[src/rtl/rx_uart.sv]
// rx_uart - oversampling UART receiver, LSB-first, mid-bit sampling.
// Optional even parity bit after the data when RX_PARITY_EN is defined.
module rx_uart #(
    parameter int DATA_BITS = 8,
    parameter int N_TICKS   = 16
) (
    input  logic                 i_clk,
    input  logic                 i_reset,
    input  logic                 i_ticks,
    input  logic                 i_data_in,
    output logic                 o_rx_done,
    output logic [DATA_BITS-1:0] o_data_out,
    output logic                 o_frame_err,
    output logic                 o_parity_err
);

    localparam int SW = (N_TICKS > 2) ? $clog2(N_TICKS) : 1;
    localparam int NW = (DATA_BITS > 2) ? $clog2(DATA_BITS) : 1;
    localparam logic [SW-1:0] S_MID  = SW'(N_TICKS / 2 - 1);
    localparam logic [SW-1:0] S_END  = SW'(N_TICKS - 1);
    localparam logic [NW-1:0] N_LAST = NW'(DATA_BITS - 1);

`ifdef RX_PARITY_EN
    typedef enum logic [2:0] {ST_IDLE, ST_START, ST_DATA, ST_PARITY, ST_STOP} state_t;
`else
    typedef enum logic [1:0] {ST_IDLE, ST_START, ST_DATA, ST_STOP} state_t;
`endif

    state_t                 state_q, state_d;
    logic                   sync1_q, sync2_q;
    logic [SW-1:0]          s_q, s_d;
    logic [NW-1:0]          n_q, n_d;
    logic [DATA_BITS-1:0]   b_q, b_d;
    logic                   armed_q, armed_d;
    logic                   rx_done_q, rx_done_d;
    logic [DATA_BITS-1:0]   data_out_q, data_out_d;
    logic                   frame_err_q, frame_err_d;
    logic                   rx;

    assign rx = sync2_q;

`ifdef RX_PARITY_EN
    logic perr_q, perr_d;
    logic parity_err_q, parity_err_d;
`endif

    always_comb begin
        state_d     = state_q;
        s_d         = s_q;
        n_d         = n_q;
        b_d         = b_q;
        armed_d     = armed_q;
        rx_done_d   = 1'b0;
        data_out_d  = data_out_q;
        frame_err_d = frame_err_q;
`ifdef RX_PARITY_EN
        perr_d       = perr_q;
        parity_err_d = parity_err_q;
`endif
        unique case (state_q)
            ST_IDLE: begin
                if (rx) armed_d = 1'b1;
                if (armed_q && !rx) begin
                    state_d = ST_START;
                    s_d     = '0;
                end
            end
            ST_START: if (i_ticks) begin
                if (s_q == S_MID) begin
                    // A start bit that is high again at mid-bit was a glitch.
                    if (!rx) begin
                        state_d = ST_DATA;
                        s_d     = '0;
                        n_d     = '0;
                    end else begin
                        state_d = ST_IDLE;
                    end
                end else begin
                    s_d = s_q + 1'b1;
                end
            end
            ST_DATA: if (i_ticks) begin
                if (s_q == S_END) begin
                    b_d = {rx, b_q[DATA_BITS-1:1]};
                    s_d = '0;
                    if (n_q == N_LAST) begin
`ifdef RX_PARITY_EN
                        state_d = ST_PARITY;
`else
                        state_d = ST_STOP;
`endif
                    end else begin
                        n_d = n_q + 1'b1;
                    end
                end else begin
                    s_d = s_q + 1'b1;
                end
            end
`ifdef RX_PARITY_EN
            ST_PARITY: if (i_ticks) begin
                if (s_q == S_END) begin
                    perr_d  = (^b_q) ^ rx;
                    s_d     = '0;
                    state_d = ST_STOP;
                end else begin
                    s_d = s_q + 1'b1;
                end
            end
`endif
            ST_STOP: if (i_ticks) begin
                if (s_q == S_END) begin
                    // Disarm so a held break cannot produce a second frame.
                    rx_done_d   = 1'b1;
                    data_out_d  = b_q;
                    frame_err_d = ~rx;
`ifdef RX_PARITY_EN
                    parity_err_d = perr_q;
`endif
                    armed_d     = 1'b0;
                    state_d     = ST_IDLE;
                end else begin
                    s_d = s_q + 1'b1;
                end
            end
            default: state_d = ST_IDLE;
        endcase
    end

    always_ff @(posedge i_clk) begin
        if (i_reset) begin
            state_q     <= ST_IDLE;
            sync1_q     <= 1'b1;
            sync2_q     <= 1'b1;
            s_q         <= '0;
            n_q         <= '0;
            b_q         <= '0;
            armed_q     <= 1'b0;
            rx_done_q   <= 1'b0;
            data_out_q  <= '0;
            frame_err_q <= 1'b0;
`ifdef RX_PARITY_EN
            perr_q       <= 1'b0;
            parity_err_q <= 1'b0;
`endif
        end else begin
            state_q     <= state_d;
            sync1_q     <= i_data_in;
            sync2_q     <= sync1_q;
            s_q         <= s_d;
            n_q         <= n_d;
            b_q         <= b_d;
            armed_q     <= armed_d;
            rx_done_q   <= rx_done_d;
            data_out_q  <= data_out_d;
            frame_err_q <= frame_err_d;
`ifdef RX_PARITY_EN
            perr_q       <= perr_d;
            parity_err_q <= parity_err_d;
`endif
        end
    end

    assign o_rx_done   = rx_done_q;
    assign o_data_out  = data_out_q;
    assign o_frame_err = frame_err_q;
`ifdef RX_PARITY_EN
    assign o_parity_err = parity_err_q;
`else
    assign o_parity_err = 1'b0;
`endif

endmodule
[config.mk]
export PLATFORM = sky130hd
export DESIGN_NAME = rx_uart
export DESIGN_NICKNAME = d
export VERILOG_FILES = /design/src/rtl/rx_uart.sv
export SDC_FILE = /design/constraint.sdc
export NUM_CORES = 1
export LEC_CHECK = 0
export BUFFER_PORTS_ARGS = -buffer_cell sky130_fd_sc_hd__buf_2
export CAP_MARGIN = 0
export CORE_ASPECT_RATIO = 0.75
export CORE_UTILIZATION = 36
export DETAILED_ROUTE_END_ITERATION = 8
export GPL_ROUTABILITY_DRIVEN = 0
export HOLD_SLACK_MARGIN = 0.12
export PLACE_DENSITY = 0.62
export SYNTH_ARGS = -nofsm -noshare
export SYNTH_HDL_FRONTEND = slang
export SYNTH_SLANG_ARGS = --single-unit
[constraint.sdc]
create_clock -name i_clk -period 1.8 [get_ports i_clk]
set_clock_uncertainty 0.15 [all_clocks]
set_input_delay 0.27 -clock i_clk [delete_from_list [all_inputs] [get_ports i_clk]]
set_output_delay 0.27 -clock i_clk [all_outputs]
set_load 0.02 [all_outputs]
### After elaboration in Yosys (flattened, before gate mapping)

Index checks and enable logic that the tools add are counted.

| cells by class | value |
|---|---|
| bitwise operators | 3 |
| muxes and demuxes | 31 |
| reductions and logical operators | 12 |
| add/sub/neg operators | 2 |
| equality and inequality tests | 19 |

Operator list:

| kind | count |
|---|---|
| $mux W4 | 8 |
| $ne A2 B2 Y1 const B | 12 |
| $mux W2 | 9 |
| $mux W3 | 6 |
| $pmux W4 S4 | 1 |
| $pmux W2 S4 | 1 |
| $reduce_and A8 Y1 | 1 |
| $reduce_and A7 Y1 | 1 |
| $pmux W3 S2 | 1 |
| $reduce_and A3 Y1 | 2 |
| $reduce_and A6 Y1 | 1 |
| $add A4 B1 Y4 const B | 1 |
| $eq A2 B2 Y1 const B | 2 |
| $eq A4 B3 Y1 const B | 1 |
| $eq A4 B4 Y1 const B | 1 |
| $mux W1 | 4 |
| $reduce_and A4 Y1 | 1 |
| $reduce_bool A2 Y1 | 2 |
| $add A3 B1 Y3 const B | 1 |
| $eq A3 B3 Y1 const B | 1 |
| $ne A3 B3 Y1 const B | 1 |
| $not A1 Y1 | 3 |
| $reduce_or A3 Y1 | 1 |
| $eq A2 B1 Y1 const B | 1 |
| other kinds (4) | 4 |

| word-level totals | value |
|---|---|
| output and inout bits | 11 |
| register bits | 30 |
| input port bits | 4 |

### Longest topological paths before layout

Gate-level depths: netlist of run 1.

| logic depth | value |
|---|---|
| word-level depth | 5 |
| mapped depth | 7 |

### Least setup slack after synthesis of run 1

Ideal clock, no wire load.

| path | value |
|---|---|
| path kind | reg-to-reg |
| from | register s_q[0] |
| to | register s_q[3] |
| period minus slack after synthesis | 1.879 ns |
| path slack | -0.079 ns |
| arrival | 1.666 ns |
| required time | 1.587 ns |
| path buffers | 1 |
| stages on the path, launching flop included | 7 |
| cells stage by stage | dfxtp_1 ha_1 buf_6 and2_4 a2111o_1 or4_1 nand3_1 |

| between the ends | value |
|---|---|
| longest elaborated chain between the ends | 4 |

RTL lines:

| what | line | source |
|---|---|---|
| from (decl) | 31 | `logic [SW-1:0] s_q, s_d;` |
| from (signal assigned) | 134 | `s_q <= '0;` |
| from (signal assigned) | 149 | `s_q <= s_d;` |
| $add A4 B1 Y4, or another cell as far along | 79, 96, 122 |  |
| $mux W4 (on tied branches) | 111, 69, 83 |  |
| $mux W4 (on tied branches) | 110, 68, 82 |  |
| $pmux W4 S4 | 60 | `unique case (state_q)` |

Several ways; a longest one is shown, not always the timed one. The select of a mux whose other input is x is not followed.
A chain may end at the register's enable or synchronous reset.

### Final worst setup path of run 1

Same ends and word-level chain as after synthesis.

==> flow_metrics.tcl, run 1 <==
set metrics [dict create \
    syn_area_per_cell_um2 9.73 \
    synth.net_count 149 \
    cts-htree-levels 2 \
    grt_pass1_wl_um 4640 \
    cp.required_ps 1870 \
    ys_warn_count 0 \
    grt_use_total 0.148 \
    initial_core_util 0.377 \
    synth_seq_cells 30 \
    antenna_cells 0 \
    cp_max_fo 7 \
    io_buffers 13 \
    routed_wl_um 2600 \
    io-pin-count 15 \
    rsz0062_at_grt "no" \
    maxCapViolCount 0 \
    setup_viol 0 \
    placed_area_um2 1530 \
    period_share 0.971 \
    drive_above_1_share 0.292 \
    netlist_area_um2 1380 \
    clock_path_buffers 2 \
    rows 19 \
    die_width_um 73.5 \
    die_h_um 55.6 \
    status "complete, no violations" \
    crit_path_end_kind "register" \
    ir_drop_v 0.000629 \
    ys_types 38 \
    cp-start-kind "register" \
    path_clk_slew_ps 70 \
    ys.flop_type "dfxtp_1" \
    cts_tree "built" \
    netlist.top_cell.by_area "dfxtp_1" \
    synthToLayoutAreaGrowth_pct 22.3 \
    viasPerCell 4.90 \
    clock_sinks 30 \
    fin_crit_ps 1750 \
    dieArea_um2 4090 \
    worstPathArrival_ps 1820 \
    syn_inst 142 \
    core_area_um2 3660 \
    yosysMostFrequentCell "dfxtp_1" \
    crit_chain "ha_4, and2_4, a2111o_1, or4_1, nand3_1" \
    final_area_um2 1690 \
    wire_per_inst_um 11.8 \
    cts_buffers 5 \
    first_iter_violations 64 \
    grt_pass1_vias 1046 \
    drt_first_pass_iters 5 \
    synthArstFlopShare 0 \
    dr_total_vias 1078 \
    power.density_nw_per_um2 761 \
    grt-ovfl-total 0 \
    fmax_ghz 0.572 \
    drc 0 \
    p_leak_nw 0.656 \
    synth_common_cells "dfxtp_1 (30), nor2_1 (21), mux2i_1 (20)" \
    dp_hpwl_um 1820 \
    worst-setup-path-type "reg -> reg" \
    final-max-slew-violation-count 0 \
    antenna_found_initial 0 \
    clk_latency_ps 280 \
    critPathMaxStageDelay_ps 410 \
    root_buffer "clkbuf_8" \
    ant_nets 0 \
    synth.area.top_cells "dfxtp_1 (43%), mux2i_1 (14%), nor2_1 (5.7%)" \
    crit_path_top_delay_cell "or4_1" \
    seq_area_frac_synth 0.435 \
    synth.top_cell.area_share 0.435 \
    grt_max_degree 27 \
    hp-class "in -> reg" \
    hold_viol 0 \
    synth_edf_count 0 \
    whs_ps 150 \
    finish.net_count 174 \
]
repair_timing:
| action | 4_1_cts | 5_1_grt |
|---|---|---|
| cloned | 0 | 0 |
| endpoints found under the hold margin | 1 | 0 |
| hold buffers | 1 | 0 |
| endpoints found under the setup margin | 3 | 17 |
| pin swaps | 1 | 1 |
| setup buffers | 0 | 3 |
| resized for setup | 4 | 3 |
critical path, delay by kind of cell, from the launching register on:
kind,cells,cell delay [ps]
flops,1,340
fa+ha+maj,1,180
simple gates,3,640
compound gates,1,370
registers in the layout, summed over array words and instances, names as in the netlist, named ones only:
name	flops
o_frame_err	1
s_q	4
sync1_q	1
n_q	3
o_data_out	8
rx	1
state_q	1
o_rx_done	1
armed_q	1
b_q	8
worst paths after layout:
check / from / end / slack [ps] / cells after the start
max reg2reg: s_q[0] / s_q[3] / 50 / 5
max: s_q[0] / s_q[3] / 50 / 5
min reg2reg: sync1_q / rx / 260 / 1
min: i_reset / armed_q / 150 / 2
per-stage QoR:
stage	worst slack, ps	power (mW)	utilization	TNS (ps)	std cells
floorplan	-43.8	0.735	-	-43.8	142
global placement	6.27	0.748	0.418	0	208
detailed placement	-43.2	0.749	0.418	-43.2	208
CTS	42.6	1.30	0.450	0	217
global route	4.34	1.33	0.461	0	220
finish	53.0	1.28	0.461	0	220
area by class of cell:
| class | count | area, um2 |
|---|---|---|
| multi-input combinational | 101 | 726 |
| clock inverter | 1 | 5.00 |
| timing repair buffer | 29 | 200 |
| clock buffer | 7 | 86.3 |
| tap | 52 | 65.1 |
| fill | 348 | 1970 |
| sequential | 30 | 607 |
placed cells by master, fill, tap and decap left out, drive strengths merged, types with 2 or more instances in the layout:
cell     Yosys  final
or2          2      2
nand3        5      5
dfxtp       30     30
nand4        3      3
nand2        6      6
nor3b        3      3
buf          5     28
o32ai        2      2
nor2b        5      5
ha           3      3
o22ai        2      2
nor3         2      2
a2bb2oi      2      2
nor2        23     23
mux2i       20     20
nand2b       7      7
clkbuf       6      7
mux2         2      2
report_power, final:
group / internal (mW) / switching, mW
logic: 0.0277 / 0.0334
clock network: 0.308 / 0.240
registers: 0.670 / 0.00542
total: 1.01 / 0.279
logic make-up after synthesis:
kind of cell,synth area share
AOI/OAI and AO/OA,0.0734
adders and majority gates,0.0272
buffers and inverters,0.0525
DFF,0.435
muxes,0.161
other,0.00271
and+or+nand+nor,0.248
layer usage:
layer  share of wire  wire length [um]  global-route usage  up-vias
met4           0.019                49              0.0824        0
met5               0                 0                   0        -
met1            0.47              1220               0.191      499
met2            0.47              1210               0.212       26
li1                -                 -                   -      547
met3           0.046               120              0.0543        6
(Power assumes the default switching activity.)
==> run 2, diff against run 1 <==
- CORE_MARGIN: default -> 2
==> run 2 against run 1 <==
  * Combinational power grew 8.0%
  * Sequential cell count unchanged
  * Register-to-register slack about the same
  * Design area rose by 4.2%
  * Non-clock buffer count increased by 4
  * First-iteration DRC count increased by 3.1%
  * Critical path depth is 2 higher
  * Highest routed layer unchanged
  * Cell count is 1.8% higher
  * Via count rose by 4.3%
==> flow_metrics.tcl, run 2 (same netlist as run 1, synthesis figures left out) <==
set metrics [dict create \
    r2r-start "s_q[1]" \
    rows 19 \
    dr_total_vias 1124 \
    core_area_um2 3660 \
    die_h_um 57.6 \
    die_width_um 75.5 \
    status "complete, no violations" \
    root_buffer "clkbuf_8" \
    layout_common_cells "dfxtp_1 (26), nor2_1 (21), mux2i_1 (20)" \
    cp_max_fo 8 \
    crit_chain "ha_4, buf_6, nand4_1, nor2b_1, buf_6, mux2i_1, nor2_1" \
    clk_latency_ps 280 \
    path_clk_slew_ps 60 \
    viasPerCell 5.02 \
    cts-htree-levels 2 \
    io_buffers 13 \
    dieArea_um2 4350 \
    dp_cells 211 \
    crit_path_frequent_cell "buf_6" \
    fin_crit_ps 1750 \
    critical_path.startpoint "s_q[1]" \
    cp_top_family "simple AND/OR/NAND/NOR gates" \
    worstPathArrival_ps 1760 \
    cp.required_ps 1810 \
    grt_use_total 0.138 \
    setup_viol 0 \
    final-max-slew-violation-count 0 \
    cts_tree "built" \
    wire_per_inst_um 12.3 \
    maxCapViolCount 0 \
    clock_sinks 30 \
    reg2reg_depth 7 \
    fin_cells 224 \
    drive_above_1_share 0.331 \
    power.density_nw_per_um2 737 \
    grt-ovfl-total 0 \
    drc 0 \
    min_from "i_reset" \
    grt_pass1_wl_um 4510 \
    crit_path_top_delay_cell "dfxtp_2" \
    cp_num_cells 7 \
    dp_hpwl_um 1880 \
    crit_path_end_kind "register" \
    hp-class "in -> reg" \
    ir_drop_v 0.000470 \
    holdPathStages 3 \
    crit_buf_inv 2 \
    p_leak_nw 0.680 \
    first_iter_violations 66 \
    antenna_found_initial 0 \
    grt_pass1_vias 992 \
    rsz0062_at_grt "yes" \
    routed_wl_um 2760 \
    finish.net_count 178 \
    antenna_cells 0 \
    hold_viol 0 \
    worst-setup-path-type "reg -> reg" \
    drt_first_pass_iters 4 \
    grt_max_degree 35 \
    p_total_mw 1.30 \
    period_share 0.973 \
    initial_core_util 0.377 \
    critPathMaxStageDelay_ps 360 \
    final_common_cell "dfxtp_1" \
    clock_path_buffers 2 \
    synthToLayoutAreaGrowth_pct 27.4 \
    io-pin-count 15 \
    cts_buffers 5 \
    cp-start-kind "register" \
    ant_nets 0 \
    fmax_ghz 0.571 \
]
[run 2: report_power, final]
part           switching, mW  internal (mW)  total, mW
clock network          0.249          0.306      0.555
registers            0.00558          0.670      0.676
logic                 0.0366         0.0294     0.0660
[run 2: path summary, 6_finish.rpt]
check             slack [ps]      to
hold / removal           220  s_q[0]
setup reg to reg          50  b_q[7]
setup / recovery          50  b_q[7]
hold reg to reg          260      rx
[run 2: final cells by class]
cell class	count	area, um2
clock buffers	6	82.6
clock inverters	2	12.5
fillers	363	1900
multi-input cells	101	757
flip-flops and latches	30	606
well taps	52	65.1
repair buffers	33	238
[run 2: per-stage QoR]
step / worst slack [ps] / instance area, um2 / hold slack (ps) / utilization / setup TNS (ps)
floorplan: -43.8 / 1380 / 224 / - / -43.8
global placement: 6.77 / 1570 / 245 / 0.428 / 0
detailed placement: -46.2 / 1570 / 247 / 0.428 / -90.3
CTS: 8.24 / 1700 / 193 / 0.463 / 0
global route: -55.5 / 1760 / 232 / 0.481 / -299
finish: 48.5 / 1760 / 218 / 0.481 / 0
[run 2: what timing repair did]
action                                 CTS  global route
setup endpoints to repair                4            19
hold buffers                             1             0
endpoints found under the hold margin    1             0
pin swaps                                3             3
gates resized for setup                  4            10
setup buffers                            1             3
[run 2: worst reg2reg max path, stage by stage, from the launching register on]
cell	delay, ps
dfxtp_2	360
ha_4	160
buf_6	110
nand4_1	230
nor2b_1	210
buf_6	170
mux2i_1	190
nor2_1	60
[run 2: routing by layer]
layer  wire, um  vias to the layer above  part of all wire  GRT usage
met5          0                        -                 0          0
met4         44                        0             0.016     0.0627
met3        147                        5             0.053     0.0417
met2       1280                       34              0.46      0.200
met1       1290                      527              0.47      0.189
li1           -                      558                 -          -
